**config.mk**
```make
export PLATFORM = sky130hd
export DESIGN_NAME = shift_pipe
export DESIGN_NICKNAME = d
export VERILOG_FILES = /design/src/rtl/shift_pipe.sv
export SDC_FILE = /design/constraint.sdc
export NUM_CORES = 1
export LEC_CHECK = 0
export BUFFER_PORTS_ARGS = -buffer_cell sky130_fd_sc_hd__buf_2
export CAP_MARGIN = 20
export CORE_ASPECT_RATIO = 0.9
export CORE_MARGIN = 3
export CORE_UTILIZATION = 46
export DETAILED_ROUTE_END_ITERATION = 8
export PLACE_DENSITY = 0.66
export RECOVER_POWER = 25
export REMOVE_ABC_BUFFERS = 1
export SYNTH_ARGS = -nofsm -noshare
export SYNTH_HDL_FRONTEND = slang
export SYNTH_SLANG_ARGS = --single-unit
export TNS_END_PERCENT = 30
```
**constraint.sdc**
```tcl
create_clock -name clk -period 3.03 [get_ports clk]
set_input_delay 0.606 -clock clk [delete_from_list [all_inputs] [get_ports clk]]
set_output_delay 0.606 -clock clk [all_outputs]
set_load 0.01 [all_outputs]
```
**src/rtl/shift_pipe.sv**
```systemverilog
// Pipelined multi-mode barrel shifter (SLL/SRL/SRA/ROL/ROR) with carry/zero/error flags,
// binary-weighted stages grouped between register slots, and ripple-ready valid/ready flow control.
module shift_pipe #(
    parameter int WIDTH     = 32,
    parameter int REG_EVERY = 2,
    parameter int TAG_W     = 4
) (
    input  logic                     clk,
    input  logic                     rst,
    input  logic                     in_valid,
    output logic                     in_ready,
    input  logic [WIDTH-1:0]         in_data,
    input  logic [$clog2(WIDTH)-1:0] in_shamt,
    input  logic [2:0]               in_op,
    input  logic [TAG_W-1:0]         in_tag,
    output logic                     out_valid,
    input  logic                     out_ready,
    output logic [WIDTH-1:0]         out_data,
    output logic                     out_carry,
    output logic                     out_zero,
    output logic                     out_err,
    output logic [TAG_W-1:0]         out_tag
);

    localparam int NSTAGE = $clog2(WIDTH);
    localparam int LAT    = (NSTAGE + REG_EVERY - 1) / REG_EVERY;

    typedef enum logic [2:0] {
        OP_SLL = 3'b000,
        OP_SRL = 3'b001,
        OP_SRA = 3'b010,
        OP_ROL = 3'b011,
        OP_ROR = 3'b100
    } op_e;

    // Slot state: one entry per register slot, slot LAT-1 drives the outputs.
    logic [LAT-1:0]    r_valid;
    logic [LAT-1:0]    r_carry;
    logic [LAT-1:0]    r_err;
    logic [WIDTH-1:0]  r_data  [LAT];
    logic [NSTAGE-1:0] r_shamt [LAT];
    logic [2:0]        r_op    [LAT];
    logic [TAG_W-1:0]  r_tag   [LAT];
    logic              r_zero;

    // Group sources: what feeds the first stage of each group of REG_EVERY stages.
    logic [LAT-1:0]    w_g_valid;
    logic [LAT-1:0]    w_g_carry;
    logic [LAT-1:0]    w_g_err;
    logic [WIDTH-1:0]  w_g_data  [LAT];
    logic [NSTAGE-1:0] w_g_shamt [LAT];
    logic [2:0]        w_g_op    [LAT];
    logic [TAG_W-1:0]  w_g_tag   [LAT];

    // Slot inputs: result of the last stage of each group.
    logic [WIDTH-1:0]  w_s_data [LAT];
    logic [LAT-1:0]    w_s_carry;
    logic [LAT-1:0]    w_load;
    logic              w_last_zero;

    for (genvar g = 0; g < LAT; g++) begin : g_src
        if (g == 0) begin : g_in
            assign w_g_valid[g] = in_valid;
            assign w_g_carry[g] = 1'b0;
            assign w_g_err[g]   = (in_op > OP_ROR);
            assign w_g_data[g]  = in_data;
            assign w_g_shamt[g] = in_shamt;
            assign w_g_op[g]    = in_op;
            assign w_g_tag[g]   = in_tag;
        end else begin : g_slot
            assign w_g_valid[g] = r_valid[g-1];
            assign w_g_carry[g] = r_carry[g-1];
            assign w_g_err[g]   = r_err[g-1];
            assign w_g_data[g]  = r_data[g-1];
            assign w_g_shamt[g] = r_shamt[g-1];
            assign w_g_op[g]    = r_op[g-1];
            assign w_g_tag[g]   = r_tag[g-1];
        end
        // A slot can load if it or any slot downstream of it has room this cycle.
        assign w_load[g] = out_ready | ~(&r_valid[LAT-1:g]);
    end

    for (genvar k = 0; k < NSTAGE; k++) begin : g_stage
        localparam int G   = k / REG_EVERY;
        localparam int AMT = 1 << k;

        logic [WIDTH-1:0] w_di;
        logic [WIDTH-1:0] w_do;
        logic             w_ci;
        logic             w_co;
        logic             w_act;

        if (k % REG_EVERY == 0) begin : g_head
            assign w_di = w_g_data[G];
            assign w_ci = w_g_carry[G];
        end else begin : g_chain
            assign w_di = g_stage[k-1].w_do;
            assign w_ci = g_stage[k-1].w_co;
        end

        assign w_act = w_g_shamt[G][k] & ~w_g_err[G];

        // Carry is the last bit pushed out by the most recent active stage.
        always_comb begin
            // NOTE: defaults first so every path assigns both outputs and no latch is inferred.
            w_do = w_di;
            w_co = w_ci;
            if (w_act) begin
                case (w_g_op[G])
                    OP_SLL: begin
                        w_do = w_di << AMT;
                        w_co = w_di[WIDTH-AMT];
                    end
                    OP_SRL: begin
                        w_do = w_di >> AMT;
                        w_co = w_di[AMT-1];
                    end
                    OP_SRA: begin
                        w_do = $unsigned($signed(w_di) >>> AMT);
                        w_co = w_di[AMT-1];
                    end
                    OP_ROL: begin
                        w_do = (w_di << AMT) | (w_di >> (WIDTH - AMT));
                        w_co = w_di[WIDTH-AMT];
                    end
                    OP_ROR: begin
                        w_do = (w_di >> AMT) | (w_di << (WIDTH - AMT));
                        w_co = w_di[AMT-1];
                    end
                    default: ;
                endcase
            end
        end
    end

    for (genvar g = 0; g < LAT; g++) begin : g_tap
        localparam int LASTK = (((g + 1) * REG_EVERY < NSTAGE) ? (g + 1) * REG_EVERY : NSTAGE) - 1;
        assign w_s_data[g]  = g_stage[LASTK].w_do;
        assign w_s_carry[g] = g_stage[LASTK].w_co;
    end

    assign w_last_zero = (w_s_data[LAT-1] == '0);

    always_ff @(posedge clk) begin
        // NOTE: every slot field is reset, not just valid, because the outputs must read 0 after reset.
        if (rst) begin
            r_valid <= '0;
            r_carry <= '0;
            r_err   <= '0;
            r_zero  <= 1'b0;
            for (int g = 0; g < LAT; g++) begin
                r_data[g]  <= '0;
                r_shamt[g] <= '0;
                r_op[g]    <= '0;
                r_tag[g]   <= '0;
            end
        end else begin
            for (int g = 0; g < LAT; g++) begin
                if (w_load[g]) begin
                    // NOTE: non-blocking so each slot captures its upstream neighbour's pre-edge value.
                    r_valid[g] <= w_g_valid[g];
                    if (w_g_valid[g]) begin
                        r_data[g]  <= w_s_data[g];
                        r_carry[g] <= w_s_carry[g];
                        r_err[g]   <= w_g_err[g];
                        r_shamt[g] <= w_g_shamt[g];
                        r_op[g]    <= w_g_op[g];
                        r_tag[g]   <= w_g_tag[g];
                    end
                end
            end
            if (w_load[LAT-1] && w_g_valid[LAT-1]) begin
                r_zero <= w_last_zero;
            end
        end
    end

    assign in_ready  = w_load[0];
    assign out_valid = r_valid[LAT-1];
    assign out_data  = r_data[LAT-1];
    assign out_carry = r_carry[LAT-1];
    assign out_zero  = r_zero;
    assign out_err   = r_err[LAT-1];
    assign out_tag   = r_tag[LAT-1];

endmodule
```
==> results of run 1 <==
## cells by family after synthesis
kind of cell | Yosys count | synth area share (%)
multiplexers | 17 | 2.12
flip-flops | 128 | 43.8
XOR/XNOR | 5 | 0.819
AND/OR/NAND/NOR | 363 | 19.1
AO/OA/AOI/OAI | 372 | 28.7
buffers and inverters | 97 | 5.56
## per-layer routing
layer | wire [um] | vias to the layer above | part of all wire [%] | global-route usage, %
met1 | 10500 | 3697 | 44 | 33.1
met3 | 1910 | 54 | 8.0 | 4.72
li1 | - | 3849 | - | -
met4 | 609 | 0 | 2.5 | 8.64
met2 | 10900 | 433 | 46 | 35.6
met5 | 0 | - | 0 | 0
## power by group
part	total, mW	switching (mW)	internal (mW)
logic	1.17	0.762	0.404
registers	2.29	0.164	2.13
clock network	2.10	0.679	1.42
## sequential cells by signal, indices dropped and copies added (netlist names)
register and count:
r_tag 12, r_shamt 4, out_zero 1, r_op 6, r_data 96, r_carry 3, r_valid 3, r_err 3
## per-stage QoR
| stage | area, um^2 | std cells |
|---|---|---|
| 3_5_place_dp | 9180 | 1260 |
| 5_1_grt | 9730 | 1292 |
| 4_1_cts | 9810 | 1292 |
| 2_1_floorplan | 8100 | 892 |
| 3_3_place_gp | 9180 | 1260 |
| 6_report | 9730 | 1292 |
## worst max-delay path, cell delays in order, from the launching register on
cell	delay, ps
edfxtp_1	670
inv_2	210
and3_1	760
a22oi_1	210
a31oi_1	440
nand2_1	100
a31oi_1	240
## final timing paths
path                                       to  slack (ps)  cells past startpoint
setup reg to reg  r_data[0][54]$_SDFFCE_PN0P_         230                      6
hold / removal        r_carry[2]$_SDFFE_PP0P_         460                      2
hold reg to reg       r_carry[2]$_SDFFE_PP0P_         460                      2
setup / recovery  r_data[0][54]$_SDFFCE_PN0P_         230                      6
## final cells by class
cell class                 count  area, um^2
fill                        1667        8170
multi-input combinational    757        4340
sequential                   128        3740
timing repair buffer         128         693
clock buffer                  26         519
tap                          240         300
clock inverter                 6         104
inverter                       7        26.3
## synthesized netlist by cell type (3+ instances only)
cell,instances,share of area (%)
nor2_1,122,5.4
edfxtp_1,118,41
nand2_1,118,5.2
a21oi_1,102,6.0
o21ai_0,60,3.5
a22oi_1,58,5.1
a31oi_1,44,3.2
clkbuf_1,41,1.8
nand3_1,37,2.2
buf_2,29,1.7
and2_1,27,2.0
o211ai_1,26,2.3
a221oi_1,22,2.3
nor3_1,17,0.99
buf_4,10,0.88
dfxtp_1,10,2.3
mux2_2,9,1.2
mux2i_1,8,0.94
nor4_1,8,0.59
o21ai_1,8,0.47
a211oi_1,7,0.61
a221oi_2,7,1.2
nand4_1,7,0.51
nor2b_1,7,0.51
inv_1,6,0.26
a221o_1,5,0.59
and3_1,5,0.37
buf_1,5,0.22
buf_6,5,0.66
a311oi_1,4,0.41
nand2b_1,4,0.29
o211a_1,3,0.35
o21a_1,3,0.26
o22ai_1,3,0.22
## cell usage in the layout (no fill, tap or decap), types with 4 or more instances in the layout
cell	n
a211oi_1	7
a21oi_1	102
a221o_1	5
a221oi_1	22
a221oi_2	7
a22oi_1	58
a311oi_1	4
a31oi_1	44
and2_0	4
and2_1	23
and3_1	5
buf_2	48
buf_4	36
clkbuf_1	45
clkbuf_16	17
clkbuf_8	6
dfxtp_1	10
edfxtp_1	118
inv_1	6
mux2_2	9
mux2i_1	8
nand2_1	118
nand3_1	37
nand4_1	7
nor2_1	122
nor2b_1	8
nor3_1	15
nor3_2	4
nor4_1	8
o211ai_1	26
o21ai_0	60
o21ai_1	8
==> results.sh, run 1 <==
export IMPL_numCtsBuffers=17
export IMPL_cts_clk_slew_worst_paths_ps=50
export IMPL_drv_cap=0
export IMPL_synth_edf_count=118
export IMPL_cts_repair_resized=0
export IMPL_final_nets=1087
export IMPL_avgSynthCellArea_um2=8.71
export IMPL_startpoint="r_op[0][2]$_SDFFCE_PN0P_"
export IMPL_num_antenna_cells=0
export IMPL_cts_tree="yes"
export IMPL_leakagePower_nw=3.53
export IMPL_die_height_um=135
export IMPL_viasPerCell=6.22
export IMPL_maxSlewHeadroom_pct=37.6
export IMPL_cts_root_buf="clkbuf_16"
export IMPL_utilization_pct=54.3
export IMPL_outcome="completed"
export IMPL_drt_wl_total_um=23900
export IMPL_synthCells=982
export IMPL_rsz0062_at_grt="no"
export IMPL_syn_area_um2=8550
export IMPL_die_area_um2=20300
export IMPL_worst_slew_pin_slew_ps=936
export IMPL_ioPinCount=89
export IMPL_ant_nets=0
export IMPL_fin_crit_sh_pct=92.5
export IMPL_wire_per_inst_um=18.5
export IMPL_hold_start="r_carry[2]$_SDFFE_PP0P_"
export IMPL_place_hpwl_um=17200
export IMPL_hold_buffers=0
export IMPL_period_needed_ps=2800
export IMPL_power_density_nw_per_um2=571
export IMPL_cts_max_level=4
export IMPL_antenna_found_initial=0
export IMPL_setup_viol_count_final=0
export IMPL_cp_max_fo=19
export IMPL_fmax_mhz=357
export IMPL_hold_viol_final=0
export IMPL_finalPower_mw=5.56
export IMPL_area_growth_pct=13.7
export IMPL_layout_drive_gt1_share_pct=14.1
export IMPL_maxSlewViolCount=0
export IMPL_cts_buffer_depth=2
export IMPL_dp_slack_ps=355
export IMPL_ys_async_sr_fraction_pct=0
export IMPL_timing_rr_start="r_op[0][2]$_SDFFCE_PN0P_"
export IMPL_port_buffers=88
export IMPL_synth_seq_area_share_pct=43.8
export IMPL_grt_max_degree=42
export IMPL_grt_pass1_wl_um=37800
export IMPL_grt_usage_pct=23.4
export IMPL_worst_slack_ps=226
export IMPL_crit_arrival_ps=3040
export IMPL_hp_class="reg -> reg"
export IMPL_firstDrtPassIters=6
export IMPL_yosysWarnings=0
export IMPL_cp_end_kind="register"
export IMPL_fp_row_count=46
export IMPL_yosys_register_bits=128
export IMPL_cp_required_ps=3260
export IMPL_num_vias=8033
export IMPL_start_util_pct=47.8
export IMPL_grt_pass1_vias=7027
export IMPL_synth_top_flop_cell="edfxtp_1"
export IMPL_grt_ovfl_total=0
export IMPL_fin_skew_ps=6.99
export IMPL_place_congestion=0.969
export IMPL_die_x_um=150
export IMPL_critical_path_class="reg -> reg"
export IMPL_insertion_delay_ps=410
export IMPL_yosysUniqueCellTypes=64
export IMPL_core_um2=17900
export IMPL_drc_errors=0
export IMPL_cts_sinks=128
export IMPL_whs_ps=457
export IMPL_drtIter0Drc=770
export IMPL_critPathLaunchType="register"
export IMPL_peakVddDrop_uv=272
export IMPL_fin_tns_setup_ps=0
export IMPL_cts_setup_buffers=0
No activity file was read; power rests on OpenSTA's default activity.
==> run 2, diff against run 1 <==
- ABC_AREA: unset -> 1
==> run 2 against run 1 <==
Power fell by 0.69%. Sequential cell count did not move. Routed wire length fell by 12%. Final cell count rose by 19%. Core utilization fell by 1.3 points.
==> results.sh, run 2 <==
export IMPL_wire_per_inst_um=13.7
export IMPL_maxSlewHeadroom_pct=29.1
export IMPL_period_needed_ps=2340
export IMPL_die_height_um=136
export IMPL_hold_buffers=0
export IMPL_drc_errors=0
export IMPL_hold_start="rst"
export IMPL_avgSynthCellArea_um2=7.13
export IMPL_grt_ovfl_total=0
export IMPL_ys_async_sr_fraction_pct=0
export IMPL_largest_reg_flops=96
export IMPL_fmax_mhz=427
export IMPL_final_nets=1324
export IMPL_die_area_um2=20600
export IMPL_area_growth_pct=12.9
export IMPL_cts_sinks=128
export IMPL_hp_class="in -> reg"
export IMPL_peakVddDrop_uv=289
export IMPL_synth_top_area_share_pct=40.8
export IMPL_outcome="completed"
export IMPL_cp_top_family="simple AND/OR/NAND/NOR gates"
export IMPL_insertion_delay_ps=420
export IMPL_layout_drive_gt1_share_pct=13.0
export IMPL_ff2ff_setup_slack_ps=750
export IMPL_final_common_cell="nand2_1"
export IMPL_yosysWarnings=0
export IMPL_viasPerCell=5.15
export IMPL_core_um2=18500
export IMPL_synth_area_leader_cell="edfxtp_1"
export IMPL_worst_slew_pin_slew_ps=1060
export IMPL_cp_max_fo=33
export IMPL_syn_area_um2=8680
export IMPL_num_vias=7906
export IMPL_largest_register="r_data"
export IMPL_ant_nets=0
export IMPL_hold_viol_final=0
export IMPL_firstDrtPassIters=6
export IMPL_synth_seq_area_share_pct=43.1
export IMPL_fp_row_count=47
export IMPL_fin_skew_ps=5.94
export IMPL_slowest_stage="nand2_2"
export IMPL_antenna_found_initial=0
export IMPL_holdPathEnd="r_carry[2]$_SDFFE_PP0P_"
export IMPL_grt_pass1_vias=6933
export IMPL_crit_arrival_ps=2510
export IMPL_multi_input_area_um2=3900
export IMPL_cts_repair_resized=0
export IMPL_synth_top_flop_cell="edfxtp_1"
export IMPL_synth_most_common_cell="nand2_1"
export IMPL_ioPinCount=89
export IMPL_yosys_register_bits=128
export IMPL_yosysUniqueCellTypes=32
export IMPL_rsz0062_at_grt="no"
export IMPL_grt_max_degree=67
export IMPL_drt_wl_total_um=21000
export IMPL_cts_tree="yes"
export IMPL_crit_chain="buf_2 -> nor2_1 -> nand2_1 -> nand2_1 -> inv_1 -> nand2_2 -> o21ai_0 -> nand3_1 -> o21ai_1 -> o21ai_0 -> inv_1"
export IMPL_cp_required_ps=3200
export IMPL_fin_crit_sh_pct=77.3
export IMPL_path_buf_inv=3
export IMPL_setup_viol_count_final=0
export IMPL_critPathMaxStageDelay_ps=450
export IMPL_drtIter0Drc=657
export IMPL_synthCells=1217
export IMPL_critical_path_class="in -> reg"
export IMPL_place_congestion=0.895
export IMPL_dpl_cell_area_um2=9250
export IMPL_grt_pass1_wl_um=34600
export IMPL_cts_buffer_depth=2
export IMPL_fin_cells=1534
export IMPL_drv_cap=0
export IMPL_worst_slack_ps=689
export IMPL_die_x_um=151
export IMPL_dpl_cell_count=1502
export IMPL_fin_area_um2=9800
export IMPL_timing_rr_start="r_op[0][1]$_SDFFCE_PN0P_"
export IMPL_cts_clk_slew_worst_paths_ps=60
export IMPL_cts_max_level=4
export IMPL_num_antenna_cells=0
export IMPL_layout_common_cells="315 x nand2_1, 165 x inv_1, 125 x nand3_1, 121 x a21oi_1, 118 x edfxtp_1"
export IMPL_dp_slack_ps=291
export IMPL_power_density_nw_per_um2=563
export IMPL_synth_edf_count=118
export IMPL_hold_depth=2
export IMPL_synth_area_top_cells="edfxtp_1 41%, nand2_1 14%, nand3_1 7.2%"
export IMPL_biggestRegsByFlops="r_data (96), r_tag (12), r_op (6)"
export IMPL_finalPower_mw=5.52
export IMPL_leakagePower_nw=4.69
export IMPL_cp_end_kind="register"
export IMPL_synth_common_cells="317 x nand2_1, 165 x inv_1, 125 x nand3_1"
export IMPL_cts_setup_buffers=0
export IMPL_place_hpwl_um=15200
export IMPL_maxSlewViolCount=0
export IMPL_fillers=1819
export IMPL_start_util_pct=47.0
export IMPL_register_area_um2=3740
export IMPL_critPathLaunchType="input port"
export IMPL_port_buffers=88
export IMPL_cts_root_buf="clkbuf_16"
export IMPL_grt_usage_pct=20.8
export IMPL_r2r_cells=9
export IMPL_regToRegEndpoint="r_data[0][58]$_SDFFCE_PN0P_"
export IMPL_numCtsBuffers=17
[run 2: cell count changes after synthesis, moves of 25 or more]
cell      before  now
and2_1        27    0
inv_1          6  165
nand2_1      118  317
a31oi_1       44    5
clkbuf_1      41   12
a22oi_1       58    1
o21ai_1        8   33
nand3_1       37  125
[run 2: kinds of logic after synthesis]
| kind of cell | count (synthesis) | share of synthesized area (%) |
|---|---|---|
| DFF | 128 | 43.1 |
| AOI/OAI and AO/OA | 272 | 17.1 |
| buffers and inverters | 242 | 12.1 |
| and+or+nand+nor | 575 | 27.7 |
[run 2: cell type report]
cell class                 instances  share of cell area [%]
inverter                         174                    6.69
multi-input combinational        847                    39.8
sequential                       128                    38.2
clock inverter                    14                    1.70
clock buffer                      18                    4.38
tap                              245                    3.13
timing repair buffer             108                    6.09
[run 2: how the worst max path moves through the flow]
stage / start / end / slack (ps) / cells past startpoint
after detailed placement: in_op[0] / r_data[0][26]$_SDFFCE_PN0P_ / 290 / 11
final: in_op[0] / r_data[0][26]$_SDFFCE_PN0P_ / 690 / 11
after global routing: in_op[2] / r_data[0][21]$_SDFFCE_PN0P_ / 420 / 11
after floorplan: out_ready / r_data[0][31]$_SDFFCE_PN0P_ / -1030 / 12
after global placement: in_op[0] / r_data[0][26]$_SDFFCE_PN0P_ / 380 / 11
after CTS: in_op[2] / r_data[0][26]$_SDFFCE_PN0P_ / 740 / 11
[run 2: routing by layer]
metal,wire length [um],global-route usage (%),up-vias,part of all wire (%)
met4,585,8.86,0,2.8
met1,9920,30.2,3409,47
met2,8960,30.4,351,43
met3,1530,4.13,36,7.3
li1,-,-,4110,-
met5,0,0,-,0
[run 2: worst register-to-register path, cell delays in order, from the launching register on]
cell and delay [ps]:
edfxtp_1 460, o21ai_2 120, nand2_1 100, buf_4 410
inv_2 240, or2_2 350, nand3_1 90, nand2_1 60
a21oi_1 150, nor2_1 60
[run 2: metrics by stage]
stage	setup TNS [ps]	utilization, %	hold WS, ps
final	0	53.1	422
after global routing	0	53.1	426
after CTS	0	53.3	406
after detailed placement	0	50.1	458
after global placement	0	50.1	454
after floorplan	-40490	-	449
[run 2: power breakdown]
| group | switching, mW | internal [mW] | leakage, nW |
|---|---|---|---|
| registers | 0.0806 | 2.13 | 1.34 |
| logic | 0.866 | 0.397 | 3.06 |
| clock network | 0.757 | 1.29 | 0.285 |
==> run 3, diff against run 2 <==
- clock period: 3.03 -> 2.4 ns (I/O delays scaled with it)
==> run 3 against run 2 <==
Critical path depth down 1. Non-clock buffer count up 11. Sequential share of layout area down 0.47 points. Largest power group unchanged.
==> results.sh, run 3 (same netlist as run 2, synthesis figures left out) <==
export IMPL_numCtsBuffers=17
export IMPL_grt_usage_pct=21.2
export IMPL_final_nets=1335
export IMPL_wire_per_inst_um=13.8
export IMPL_fin_skew_ps=8.84
export IMPL_holdPathEnd="r_valid[0]$_SDFFE_PP0N_"
export IMPL_hold_buffers=0
export IMPL_port_buffers=88
export IMPL_place_hpwl_um=15600
export IMPL_drt_wl_total_um=21300
export IMPL_peakVddDrop_uv=403
export IMPL_area_growth_pct=14.3
export IMPL_fp_row_count=47
export IMPL_hp_class="in -> reg"
export IMPL_whs_ps=312
export IMPL_cp_required_ps=2660
export IMPL_largest_reg_flops=96
export IMPL_fin_crit_sh_pct=88.2
export IMPL_crit_chain="inv_2 -> nand3_1 -> nand2_4 -> buf_4 -> a21oi_1 -> o21ai_1 -> nand3_1 -> nand2_1 -> nand2_1 -> a21oi_1"
export IMPL_utilization_pct=53.7
export IMPL_ant_nets=0
export IMPL_layout_drive_gt1_share_pct=12.6
export IMPL_biggestRegsByFlops="r_data (96), r_tag (12), r_op (6)"
export IMPL_num_antenna_cells=0
export IMPL_grt_pass1_wl_um=35100
export IMPL_fin_cells=1545
export IMPL_drv_cap=0
export IMPL_drtIter0Drc=507
export IMPL_drc_errors=0
export IMPL_cts_setup_buffers=0
export IMPL_fin_tns_setup_ps=0
export IMPL_ioPinCount=89
export IMPL_r2r_cells=10
export IMPL_critical_path_class="reg -> reg"
export IMPL_dpl_cell_area_um2=9380
export IMPL_crit_arrival_ps=2380
export IMPL_grt_max_degree=66
export IMPL_hold_viol_final=0
export IMPL_rsz0062_at_grt="no"
export IMPL_cts_buffer_depth=2
export IMPL_fillers=1799
export IMPL_cts_tree="yes"
export IMPL_layout_common_cells="315 x nand2_1, 165 x inv_1, 125 x nand3_1, 121 x a21oi_1, 118 x edfxtp_1"
export IMPL_setup_viol_count_final=0
export IMPL_timing_rr_start="r_op[0][2]$_SDFFCE_PN0P_"
export IMPL_critPathLaunchType="register"
export IMPL_power_density_nw_per_um2=710
export IMPL_slowest_stage="edfxtp_1"
export IMPL_cts_max_level=4
export IMPL_hold_start="rst"
export IMPL_dpl_cell_count=1513
export IMPL_critPathMaxStageDelay_ps=410
export IMPL_multi_input_area_um2=3900
export IMPL_grt_ovfl_total=0
export IMPL_insertion_delay_ps=420
export IMPL_die_height_um=136
export IMPL_largest_register="r_data"
export IMPL_leakagePower_nw=4.71
export IMPL_maxSlewViolCount=0
export IMPL_place_congestion=0.907
export IMPL_firstDrtPassIters=5
export IMPL_period_needed_ps=2120
export IMPL_finalPower_mw=7.04
export IMPL_dp_slack_ps=138
export IMPL_ff2ff_setup_slack_ps=280
export IMPL_viasPerCell=5.10
export IMPL_cp_max_fo=28
export IMPL_cp_end_kind="register"
export IMPL_final_common_cell="nand2_1"
export IMPL_fin_area_um2=9920
export IMPL_antenna_found_initial=0
export IMPL_cts_repair_resized=0
export IMPL_die_area_um2=20600
export IMPL_cts_clk_slew_worst_paths_ps=60
export IMPL_cts_sinks=128
export IMPL_maxSlewHeadroom_pct=39.9
export IMPL_regToRegEndpoint="r_data[0][47]$_SDFFCE_PN0P_"
export IMPL_cts_root_buf="clkbuf_16"
export IMPL_worst_slack_ps=283
export IMPL_num_vias=7874
export IMPL_register_area_um2=3740
export IMPL_start_util_pct=47.0
export IMPL_fmax_mhz=472
export IMPL_grt_pass1_vias=7121
export IMPL_hold_depth=2
export IMPL_worst_slew_pin_slew_ps=902
export IMPL_core_um2=18500
export IMPL_die_x_um=151
export IMPL_outcome="completed"
-- run 3: cell types whose count changed in the layout (fill, tap and decap cells not counted), moves of 2 or more --
cell and change:
buf_2 -17, clkbuf_1 +16, buf_4 +7, buf_12 +4, inv_6 +4, clkinv_4 -3
clkinv_1 -2
-- run 3: power by group --
group,leakage [nW],switching (mW),internal (mW)
clock network,0.291,0.980,1.64
logic,3.08,1.10,0.529
registers,1.34,0.102,2.69
total,4.71,2.18,4.86
-- run 3: worst max path at each step --
stage | from | end | slack (ps) | cells after the start
2_1_floorplan | out_ready | r_data[0][31]$_SDFFCE_PN0P_ | -1530 | 12
3_3_place_gp | in_op[2] | r_data[0][5]$_SDFFCE_PN0P_ | 200 | 12
3_5_place_dp | in_op[2] | r_data[0][7]$_SDFFCE_PN0P_ | 140 | 11
4_1_cts | r_op[0][2]$_SDFFCE_PN0P_ | r_data[0][47]$_SDFFCE_PN0P_ | 300 | 10
5_1_grt | r_op[0][2]$_SDFFCE_PN0P_ | r_data[0][47]$_SDFFCE_PN0P_ | 90 | 10
6_report | r_op[0][2]$_SDFFCE_PN0P_ | r_data[0][47]$_SDFFCE_PN0P_ | 280 | 10
-- run 3: cell type report --
class	count	share of cell area (%)
Sequential cell	128	37.7
Clock buffer	17	4.29
Multi-Input combinational cell	847	39.3
Tap cell	245	3.09
Clock inverter	15	1.82
Inverter	174	6.61
Timing Repair Buffer	119	7.14
-- run 3: critical path: cells and delay by family, from the launching register on --
kind / cells / cell delay, ps
compound gates: 3 / 460
buf+inv: 2 / 440
flops: 1 / 410
simple gates: 5 / 660
-- run 3: metal layers --
metal	vias up	wire length, um	global-route usage, %	part of all wire [%]
met5	-	0	0	0
met4	0	695	9.47	3.3
met3	44	1340	3.67	6.3
met2	305	9300	32.4	44
met1	3398	9960	29.5	47
li1	4127	-	-	-
